<file path="src/rtl/delay_line_pkg.sv">
// Shared types for the delay-line receive path: FSM states, result record
// and the burst-period helper.
package delay_line_pkg;

  typedef enum logic [1:0] {
    S_IDLE  = 2'd0,
    S_ARMED = 2'd1,
    S_TRACK = 2'd2,
    S_DONE  = 2'd3
  } state_e;

  // Widest time-of-flight any instance may report; instances use the low bits.
  localparam int TOF_MAX_W = 32;

  typedef struct packed {
    logic                 hit;
    logic [TOF_MAX_W-1:0] tof;
  } result_t;

  function automatic int edge_period(input int half_period);
    return 2 * half_period;
  endfunction

endpackage

</file>
<file path="src/rtl/echo_detector_sync_edge.sv">
// sync_edge: synchroniser for the async comparator line, optional glitch filter
// (ECHO_DETECTOR_GLITCH_FILTER_EN, needs FILTER_CLKS >= 2) and rise-pulse output.
module sync_edge #(
  parameter int SYNC_STAGES = 2,
  parameter int FILTER_CLKS = 2
) (
  input  logic clk,
  input  logic rst_n,
  input  logic rx_i,
  output logic rise_o
);

  logic [SYNC_STAGES-1:0] sync_q;
  logic                   level_d, level_q;

  always_ff @(posedge clk or negedge rst_n) begin
    if (!rst_n) sync_q <= '0;
    else        sync_q <= {sync_q[SYNC_STAGES-2:0], rx_i};
  end

`ifdef ECHO_DETECTOR_GLITCH_FILTER_EN
  logic [FILTER_CLKS-2:0] hist_q;
  logic [FILTER_CLKS-1:0] win;

  assign win = {hist_q, sync_q[SYNC_STAGES-1]};

  always_ff @(posedge clk or negedge rst_n) begin
    if (!rst_n) hist_q <= '0;
    else        hist_q <= win[FILTER_CLKS-2:0];
  end

  // Level follows the line only once the whole window agrees.
  always_comb begin
    level_d = level_q;
    if (&win)       level_d = 1'b1;
    else if (~|win) level_d = 1'b0;
  end
`else
  logic unused_filter_cfg;
  assign unused_filter_cfg = (FILTER_CLKS > 0);
  assign level_d = sync_q[SYNC_STAGES-1];
`endif

  always_ff @(posedge clk or negedge rst_n) begin
    if (!rst_n) level_q <= 1'b0;
    else        level_q <= level_d;
  end

  assign rise_o = level_d & ~level_q;

endmodule

</file>
<file path="src/rtl/echo_detector.sv">
// echo_detector: recognises a burst of PULSES correctly spaced rising edges after
// start and reports time-of-flight or timeout. Option: ECHO_DETECTOR_GLITCH_FILTER_EN.
module echo_detector
  import delay_line_pkg::*;
#(
  parameter int CLKS_PER_HALF_PERIOD = 2,
  parameter int PULSES               = 3,
  parameter int TOL                  = 1,
  parameter int TIMEOUT_CLKS         = 1023,
  parameter int TOF_WIDTH            = 10,
  parameter int SYNC_STAGES          = 2,
  parameter int FILTER_CLKS          = 2
) (
  input  logic                 clk,
  input  logic                 rst_n,
  input  logic                 start,
  input  logic                 rx_in,
  output logic [TOF_WIDTH-1:0] tof,
  output logic                 hit,
  output logic                 valid,
  input  logic                 ready
);

  localparam int P       = edge_period(CLKS_PER_HALF_PERIOD);
  localparam int GAP_MAX = P + TOL + 1;
  localparam int GAP_W   = $clog2(P + TOL + 2);
  localparam int CNT_W   = $clog2(PULSES + 1);

  state_e               state_q, state_d;
  logic [TOF_WIDTH-1:0] cnt_q, cnt_d, first_q, first_d;
  logic [CNT_W-1:0]     ecnt_q, ecnt_d;
  logic [GAP_W-1:0]     gap_q, gap_d;
  result_t              res_q, res_d;
  logic                 rise, timeout, burst_done, in_win;

  sync_edge #(
    .SYNC_STAGES(SYNC_STAGES),
    .FILTER_CLKS(FILTER_CLKS)
  ) u_sync_edge (
    .clk   (clk),
    .rst_n (rst_n),
    .rx_i  (rx_in),
    .rise_o(rise)
  );

  assign timeout    = (cnt_q == TOF_WIDTH'(TIMEOUT_CLKS - 1));
  assign burst_done = (ecnt_q == CNT_W'(PULSES));
  assign in_win     = (int'(gap_q) + 1 >= P - TOL) && (int'(gap_q) + 1 <= P + TOL);

  always_comb begin
    state_d = state_q;
    cnt_d   = cnt_q;
    first_d = first_q;
    ecnt_d  = ecnt_q;
    gap_d   = gap_q;
    res_d   = res_q;
    case (state_q)
      S_IDLE: if (start) begin
        state_d = S_ARMED;
        cnt_d   = '0;
        ecnt_d  = '0;
        gap_d   = '0;
      end
      S_ARMED: begin
        cnt_d = cnt_q + TOF_WIDTH'(1);
        if (timeout) begin
          state_d   = S_DONE;
          res_d.hit = 1'b0;
          res_d.tof = TOF_MAX_W'(TIMEOUT_CLKS - 1);
        end else if (rise) begin
          // Timestamp is the count as it stands after this edge.
          state_d = S_TRACK;
          first_d = cnt_q + TOF_WIDTH'(1);
          ecnt_d  = CNT_W'(1);
          gap_d   = '0;
        end
      end
      S_TRACK: begin
        cnt_d = cnt_q + TOF_WIDTH'(1);
        if (burst_done) begin
          state_d   = S_DONE;
          res_d.hit = 1'b1;
          res_d.tof = TOF_MAX_W'(first_q);
        end else if (timeout) begin
          state_d   = S_DONE;
          res_d.hit = 1'b0;
          res_d.tof = TOF_MAX_W'(TIMEOUT_CLKS - 1);
        end else if (rise) begin
          gap_d = '0;
          if (in_win) begin
            ecnt_d = ecnt_q + CNT_W'(1);
          end else begin
            first_d = cnt_q + TOF_WIDTH'(1);
            ecnt_d  = CNT_W'(1);
          end
        end else if (gap_q == GAP_W'(P + TOL)) begin
          state_d = S_ARMED;
          ecnt_d  = '0;
        end else if (gap_q != GAP_W'(GAP_MAX)) begin
          gap_d = gap_q + GAP_W'(1);
        end
      end
      default: if (ready) state_d = S_IDLE;
    endcase
  end

  always_ff @(posedge clk or negedge rst_n) begin
    if (!rst_n) begin
      state_q <= S_IDLE;
      cnt_q   <= '0;
      first_q <= '0;
      ecnt_q  <= '0;
      gap_q   <= '0;
      res_q   <= '0;
    end else begin
      state_q <= state_d;
      cnt_q   <= cnt_d;
      first_q <= first_d;
      ecnt_q  <= ecnt_d;
      gap_q   <= gap_d;
      res_q   <= res_d;
    end
  end

  logic unused_tof_hi;
  assign unused_tof_hi = ^res_q.tof;

  assign valid = (state_q == S_DONE);
  assign hit   = res_q.hit;
  assign tof   = res_q.tof[TOF_WIDTH-1:0];

endmodule

</file>
<file path="config.mk">
export PLATFORM = sky130hd
export DESIGN_NAME = echo_detector
export DESIGN_NICKNAME = d
export VERILOG_FILES = /design/src/rtl/delay_line_pkg.sv /design/src/rtl/echo_detector_sync_edge.sv /design/src/rtl/echo_detector.sv
export SDC_FILE = /design/constraint.sdc
export NUM_CORES = 1
export LEC_CHECK = 0
export ABC_CLOCK_PERIOD_IN_PS = 5300
export CORE_ASPECT_RATIO = 0.7
export CORE_UTILIZATION = 50
export CTS_BUF_LIST = sky130_fd_sc_hd__clkbuf_4 sky130_fd_sc_hd__clkbuf_8
export CTS_CLUSTER_SIZE = 40
export DETAILED_ROUTE_END_ITERATION = 10
export MAX_ROUTING_LAYER = met4
export PLACE_DENSITY = 0.7
export RECOVER_POWER = 50
export SYNTH_ARGS = -nofsm -noshare
export SYNTH_HDL_FRONTEND = slang
export SYNTH_SLANG_ARGS = --single-unit
</file>
<file path="constraint.sdc">
create_clock -name clk -period 5.3 [get_ports clk]
set_input_delay 0.795 -clock clk [delete_from_list [all_inputs] [get_ports clk]]
set_output_delay 0.795 -clock clk [all_outputs]
set_load 0.005 [all_outputs]
</file>
==> results.cfg <==
[final_layout]
register_area_um2 = 1026
fraction_of_layout_cells_with_a_size_suffix_above_1 = 0.06944
multiInputGateArea_um2 = 949.7
fill_cells = 322
antenna_diode_instance_count = 0
final_nets = 231
post-route-util = 0.5997
most-common-layout-cells = sky130_fd_sc_hd__dfrtp_1 (41), sky130_fd_sc_hd__nand2_1 (24), sky130_fd_sc_hd__o21ai_0 (23)
mostFrequentLayoutCell = sky130_fd_sc_hd__dfrtp_1
syn2layout_area_growth_pct = 14.36

[placed_design]
dpl_worst_slack_ns = 2.963
gpl.final_weighted_congestion = 0.7981
place.detailed.hpwl_um = 2795
port-buffer-count = 16

[job]
max_cap_viol_count = 1

[yosys]
ys.warnings.count = 0
async_reset_ff_frac = 1.000
synth_seq_cells = 41
synth.cell_area_um2 = 2057
synth_area_per_cell_um2 = 10.18
synth_ff_type = sky130_fd_sc_hd__dfrtp_1
synth-seq-area-share = 0.4988
number_of_enable_type_register_cells_in_the_synthesized_netlist = 0
synthCells = 202
synth_nets = 218
yosys.cell_types.count = 44

[grt]
grt_max_degree = 42
global_route.usage.total = 0.2083
gr-total-overflow = 0
number_of_global_route_vias_before_repair = 1421
global_route_wire_length_before_repair_um = 6768
grt_antenna_before_repair = 0

[setup_path]
worst-path-max-fanout = 5
cp-end-kind = output pin
critPathArrivalTime_ns = 1.49
timing.critical_path.required_ns = 4.51
startpoint_type = flop
timing_worst_setup_path_type = flop to output pin

[timing]
timing.slew.headroom = -0.3871
rsz0062_at_grt = no
hold_violations = 0
finalSetupViolCount = 0
setup_slack_ns = 3.012
setup-tns-final_ns = 0
final-max-slew-violation-count = 42
final_period_minus_worst_setup_slack_ns = 2.288
worst_pin_slew_ns = 2.081
layout_skew_ns = 0.002609
final_period_utilization = 0.4317
max_freq_mhz = 437.1

[route]
drt-pass1-iter-count = 4
post_drt_wl_per_cell_um = 14.36
num_vias = 1540
ant_nets = 0
drc_errors = 0
drt-vias-per-instance = 5.746
routed_wl_um = 3849
first_iter_violations = 102

[clocking]
cts-htree-levels = 2
cts_root_buffer = sky130_fd_sc_hd__clkbuf_8
cts.hold.buffers_added = 0
worst_skew_pair.late_latency_ns = 0.29
worst_setup_hold_path_clk_slew_ns = 0.08
tritoncts_num_sinks = 41
max-clock-path-buffers = 2
postCtsSetupBuffers = 0
tritoncts = done
number_of_buffers_inserted_during_clock_tree_synthesis = 5
post_cts_resized = 0

[power_and_ir_drop]
cellLeakagePower_uw = 0.001063
worst_ir_drop_vdd_v = 0.0002990
total_power_divided_by_cell_area_nw_per_um2 = 440.7
power_uw = 1037

[floorplanning]
floorplan.initialDensity = 0.5244
core_area_um2 = 3923
num_io_pins = 17
fp.dieArea_um2 = 4379
floorplan.die.width_um = 78.66
std_cell_rows = 19
dieHeight_um = 55.67

[hold_path]
holdCritPathClass = flop to flop

[status]
run_status = complete, but fails checks
violations = max-capacitance violations, max-slew violations
[final timing paths]
| check | cells past startpoint | start | endpoint | slack (ns) |
|---|---|---|---|---|
| min in group asynchronous | 1 | rst_n | tof[2] | 1.09 |
| worst max-delay path | 2 | state_q[0] | valid | 3.01 |
| worst min register to register | 0 | u_sync_edge.sync_q[0] | u_sync_edge.sync_q[1] | 0.35 |
| max in group asynchronous | 1 | rst_n | state_q[1] | 3.02 |
| worst max register to register | 7 | cnt_q[0] | state_q[0] | 3.12 |
| worst min-delay path | 0 | u_sync_edge.sync_q[0] | u_sync_edge.sync_q[1] | 0.35 |
[where the power goes]
group,leakage [µW],switching [µW],total [µW],internal [µW]
sequential,0.000551,46.7,408,362
combinational,0.000454,212,366,154
clock,0.0000574,109,262,153
total,0.00106,367,1040,669
[layer usage]
metal / wire length, µm / part of all wire / track usage / vias to the layer above
met4: 63 / 0.016 / 0.08995 / 0
met2: 1621 / 0.42 / 0.2795 / 34
met5: 0 / 0 / - / -
li1: - / - / - / 745
met3: 196 / 0.051 / 0.04918 / 8
met1: 1967 / 0.51 / 0.2998 / 753
[state kept, by name (all words and copies together), names as in the netlist]
register	flops
u_sync_edge.level_q	1
u_sync_edge.sync_q	2
tof	10
first_q	10
cnt_q	10
state_q	2
hit	1
gap_q	3
ecnt_q	2
[Yosys cell counts (2+ instances only)]
master                      n  area, µm²
sky130_fd_sc_hd__a22o_1     2      17.52
sky130_fd_sc_hd__ha_1      11      137.6
sky130_fd_sc_hd__a21o_1     2      15.01
sky130_fd_sc_hd__o22a_1     9      78.83
sky130_fd_sc_hd__xor2_1     4      35.03
sky130_fd_sc_hd__nor2_1     8      30.03
sky130_fd_sc_hd__nand2_1   24      90.09
sky130_fd_sc_hd__nand3_1    7      35.03
sky130_fd_sc_hd__inv_1     10      37.54
sky130_fd_sc_hd__nand2b_1   2      12.51
sky130_fd_sc_hd__o21ai_0   23      115.1
sky130_fd_sc_hd__buf_2      2      10.01
sky130_fd_sc_hd__mux2i_1    2      20.02
sky130_fd_sc_hd__or3_1      2      12.51
sky130_fd_sc_hd__xnor2_1    5      43.79
sky130_fd_sc_hd__nor3_1     2      10.01
sky130_fd_sc_hd__o31ai_1    4      30.03
sky130_fd_sc_hd__clkbuf_1   7      26.28
sky130_fd_sc_hd__dfrtp_1   41       1026
sky130_fd_sc_hd__a21oi_1   10      50.05
sky130_fd_sc_hd__nor2b_1    2      12.51
[logic make-up after synthesis]
group,Yosys count,synth area share
multiplexers,4,0.02068
AND/OR/NAND/NOR,58,0.1448
buffers and inverters,20,0.03954
XOR/XNOR,9,0.03832
AO/OA/AOI/OAI,59,0.1910
flip-flops,41,0.4988
adder cells (fa/ha/maj),11,0.06691
[layout make-up]
type / count / area share
well taps: 52 / 0.02766
clock buffers: 6 / 0.03511
flip-flops and latches: 41 / 0.4362
clock inverters: 2 / 0.01596
multi-input cells: 141 / 0.4037
inverters: 10 / 0.01596
repair buffers: 16 / 0.06543
[through the flow]
step	hold slack (ns)	instances	area [µm²]
after floorplan	0.3312	202	2057
after global placement	0.3339	260	2233
after detailed placement	0.3358	260	2233
after CTS	0.3542	268	2354
after global routing	0.3747	268	2352
final	0.3498	268	2352
[worst max-delay path, stage by stage (launching register included)]
cell	delay, ns
sky130_fd_sc_hd__dfrtp_1	0.43
sky130_fd_sc_hd__ha_1	0.25
sky130_fd_sc_hd__clkdlybuf4s50_1	0.52
Power figures use the tool's default switching activity.
==> patch 1 (same settings) <==
Set the parameter `PULSES` to 6 (it was 3).
--- a/src/rtl/echo_detector.sv
+++ b/src/rtl/echo_detector.sv
@@ -6,3 +6,3 @@
   parameter int CLKS_PER_HALF_PERIOD = 2,
-  parameter int PULSES               = 3,
+  parameter int PULSES               = 6,
   parameter int TOL                  = 1,
Function: no difference found for any inputs over 10 cycles, from zero or initial values and one cycle with rst_n low; that may be too few to reach the edited logic, so the function may still have changed.
==> patch 1 against the unedited design <==
- the run still ends with max-capacitance violations, max-slew violations left
- utilization rose by 1.5 points
- routed wire length rose by 19%
- area after synthesis rose by 6.0%
- power fell by 3.6%
- register-to-register slack got worse by 0.25 ns
- setup slack got worse by 0.14 ns
- sequential cell count rose by 1
- final area rose by 5.6%
- largest power group unchanged
==> patch 1: results (changes against the unedited design) <==
metric	value	unit	change
Internal	0.000639	W	was 0.000669 W
top post-synthesis cells by count	dfrtp_1, nand2_1, ha_1		was dfrtp_1, nand2_1, o21ai_0
Worst Skew	0.00680	ns	was 0.00261 ns
number of global-route vias before repair	1573		was 1421
Initial DRC Count	138		was 102
Post-DP HPWL	3.30	mm	was 2.80 mm
total wire length	4.58	mm	was 3.85 mm
Syn Inst Count	205		was 202
ranking of synthesized cells by area	dfrtp_1, ha_1, nand2_1, o22a_1, mux2_1		was dfrtp_1, ha_1, o21ai_0, nand2_1, o22a_1
failing checks	max-capacitance violations, max-slew violations		unchanged
placed cell count	267		was 260
Max Slew Vio Count	43		was 42
sequential cell area fraction in the yosys report	48.2	%	was 49.9%
share of cells above drive strength 1	7.21	%	was 6.94%
Avg Vias per Cell	5.97		was 5.75
first-pass GRT wire length	7.56	mm	was 6.77 mm
Rel. slew slack	-43.6	%	was -38.7%
Syn Nets	222		was 218
GRT Total Usage	22.8	%	was 20.8%
max-cap viol count	1		unchanged
filler cell count	327		was 322
gp weighted congestion	0.865		was 0.798
clock transition at the registers of the reported paths	0.08	ns	about the same
status	finished, violations left		unchanged
Leak	1.17	nW	was 1.06 nW
first-pass iteration count of the detailed router	4		unchanged
Peak VDD IR	264	µV	was 299 µV
Nets	239		was 231
crit-path max FO	13		was 5
WP data arrival	2.67	ns	was 1.49 ns
dpl cell area	2370	µm²	was 2230 µm²
## patch 1: worst paths after layout
path	from	endpoint	slack, ns	cells past startpoint
setup / recovery	state_q[0]	tof[6]	2.87	5
hold / removal	u_sync_edge.sync_q[0]	u_sync_edge.sync_q[1]	0.36	0
setup reg to reg	state_q[0]	tof[6]	2.87	5
hold reg to reg	u_sync_edge.sync_q[0]	u_sync_edge.sync_q[1]	0.36	0
max in group asynchronous	rst_n	tof[4]	2.95	1
min in group asynchronous	rst_n	state_q[0]	1.11	1
## patch 1: power by group through the flow
stage | Combinational [W] | Sequential, W | Clock [W]
global placement | 0.000324 | 0.000390 | 0
global route | 0.000383 | 0.000393 | 0.000282
CTS | 0.000352 | 0.000387 | 0.000265
floorplan | 0.000265 | 0.000382 | 0
detailed placement | 0.000346 | 0.000393 | 0
finish | 0.000352 | 0.000388 | 0.000259
## patch 1: cell families (layout without fill, tap and decap cells)
logic type / after synthesis / in the layout / share of synthesized area [%]
buffers and inverters: 16 / 33 / 2.98
xor gates and xnor gates: 8 / 8 / 3.21
and+or+nand+nor: 69 / 69 / 17.2
muxes: 13 / 13 / 6.60
AOI/OAI and AO/OA: 45 / 45 / 14.9
adders and majority gates: 12 / 12 / 6.89
DFF: 42 / 42 / 48.2
## patch 1: area by class of cell
type | instances | area, µm² | area share, %
inverter | 10 | 37.5 | 1.51
multi-input combinational | 147 | 1060 | 42.8
clock buffer | 6 | 82.6 | 3.32
clock inverter | 1 | 30.0 | 1.21
sequential | 42 | 1050 | 42.3
timing repair buffer | 16 | 154 | 6.20
tap | 52 | 65.1 | 2.62
## patch 1: worst max-delay path, cell delays in order (launching register included)
cell and delay, ns:
dfrtp_1 0.41, inv_1 0.11, ha_1 0.56, nand4_1 0.56
nand2_1 0.50, o22a_1 0.21
## patch 1: per-layer routing
metal / vias to the layer above / global-route usage (%) / share of wire, %
met1: 820 / 31.1 / 48
li1: 769 / - / -
met5: - / - / 0
met3: 8 / 5.28 / 5.1
met4: 0 / 8.93 / 1.6
met2: 40 / 32.9 / 45
## patch 1: per-stage QoR
step                      setup slack (ns)  hold WS (ns)  util (%)
after floorplan                       3.28         0.331         -
after global placement                2.69         0.334      58.7
after detailed placement              2.56         0.338      58.7
after CTS                             2.89         0.355      61.5
after global routing                  2.45         0.357      61.5
final                                 2.87         0.362      61.5
==> patch 2 (config.mk and constraints unchanged) <==
Made on the original files. Encoding of `state_e`: now Gray code (2 bits for 4 states).
--- a/src/rtl/delay_line_pkg.sv
+++ b/src/rtl/delay_line_pkg.sv
@@ -5,6 +5,6 @@
   typedef enum logic [1:0] {
-    S_IDLE  = 2'd0,
-    S_ARMED = 2'd1,
-    S_TRACK = 2'd2,
-    S_DONE  = 2'd3
+    S_IDLE  = 2'b00,
+    S_ARMED = 2'b01,
+    S_TRACK = 2'b11,
+    S_DONE  = 2'b10
   } state_e;
Check against the original RTL: same outputs for any inputs over 10 cycles, from zero or initial values and one cycle with rst_n low; not proved beyond that.
==> patch 2 against the unedited design <==
- the run still ends with max-capacitance violations, max-slew violations left
- power rose by 13%
- area after synthesis fell by 5.5%
- sequential power rose by 29%
- routed wire length fell by 6.6%
- setup slack got worse by 0.24 ns
- final area fell by 5.4%
- sequential cell count did not move
- die area fell by 5.3%
==> patch 2: results (changes against the unedited design) <==
metric	value	unit	change
Reg-to-Reg Start	state_q[0]		was cnt_q[0]
compound-gate portion of the synthesized area	14.2	%	was 19.1%
failing checks	max-capacitance violations, max-slew violations		unchanged
top post-synthesis cells by count	dfrtp_1, nand2_1, a22o_1, mux2_4, nand3_1		was dfrtp_1, nand2_1, o21ai_0
Nets	190		was 231
P_clk	0.000217	W	was 0.000262 W
post-synthesis adder-cell area fraction	4.50	%	was 6.69%
part of the power in registers	45.0	%	was 39.4%
share of cells above drive strength 1	14.0	%	was 6.94%
first-pass GRT wire length	6.13	mm	was 6.77 mm
crit-path max FO	12		was 5
number of global-route vias before repair	1259		was 1421
Pwr Density	527	nW/µm²	was 441 nW/µm²
Worst Slack Setup Final	2.77	ns	was 3.01 ns
XOR/XNOR share of the synthesized area	3.60	%	was 3.83%
CP top delay family	compound AO/OA/AOI/OAI gates		was buffers and inverters
max-cap viol count	1		unchanged
Worst Setup SP	start		was state_q[0]
Layout Cells excl Fill	229		was 268
Syn Area/Cell	12.2	µm²	was 10.2 µm²
gp weighted congestion	0.779		was 0.798
Initial DRC Count	46		was 102
r2r worst-path depth	5		was 7
clock transition at the registers of the reported paths	0.07	ns	
Avg Vias per Cell	5.52		was 5.75
ranking of synthesized cells by area	dfrtp_1, mux2_4, ha_1, a22o_1, o22a_1		was dfrtp_1, ha_1, o21ai_0, nand2_1, o22a_1
Rel. slew slack	-34.6	%	was -38.7%
total wire length	3.60	mm	was 3.85 mm
Reg2Reg Setup Slack	2.97	ns	was 3.12 ns
Peak VDD IR	275	µV	was 299 µV
Fin Hold WS	0.362	ns	was 0.350 ns
met1 global-route usage	26.8	%	was 30.0%
dpl cell area	2130	µm²	was 2230 µm²
Num CTS Buffers	5		unchanged
GRT Total Usage	20.8	%	about the same
Max Slew Vio Count	42		unchanged
sequential cell area fraction in the yosys report	52.8	%	was 49.9%
RR Endpoint	first_q[3]		was state_q[0]
Leak	1.06	nW	about the same
library cells used by synthesis	40		was 44
grt met3 use	5.76	%	was 4.92%
CP endpoint	ecnt_q[1]		was valid
status	finished, violations left		unchanged
GR Util met2	32.1	%	was 28.0%
Syn Nets	172		was 218
Worst Skew	0.00390	ns	was 0.00261 ns
mux share of post-synthesis cell area	8.04	%	was 2.07%
Post-DP HPWL	2.57	mm	was 2.80 mm
Switching Fraction	33.6	%	was 35.4%
worst slack at placement	2.49	ns	was 2.96 ns
placed cell count	221		was 260
-- patch 2: changes by cell type after synthesis, moves of 3 or more --
cell / change
o31ai_1: -3
clkbuf_1: -4
inv_1: -5
mux2_4: +9
nand2_1: -7
a21oi_1: -7
o21ai_0: -19
ha_1: -4
a22o_1: +7
-- patch 2: per-layer routing --
| metal | vias up | wire [µm] |
|---|---|---|
| met5 | - | 0 |
| met4 | 0 | 32 |
| met3 | 5 | 135 |
| met2 | 28 | 1590 |
| met1 | 623 | 1840 |
| li1 | 609 | - |
-- patch 2: area by class of cell --
type / count / area [µm²]
clock buffers: 7 / 96.3
clock inverters: 1 / 5.00
fillers: 296 / 1400
inverters: 6 / 22.5
multi-input cells: 108 / 860
flip-flops and latches: 41 / 1030
well taps: 50 / 62.6
repair buffers: 16 / 154
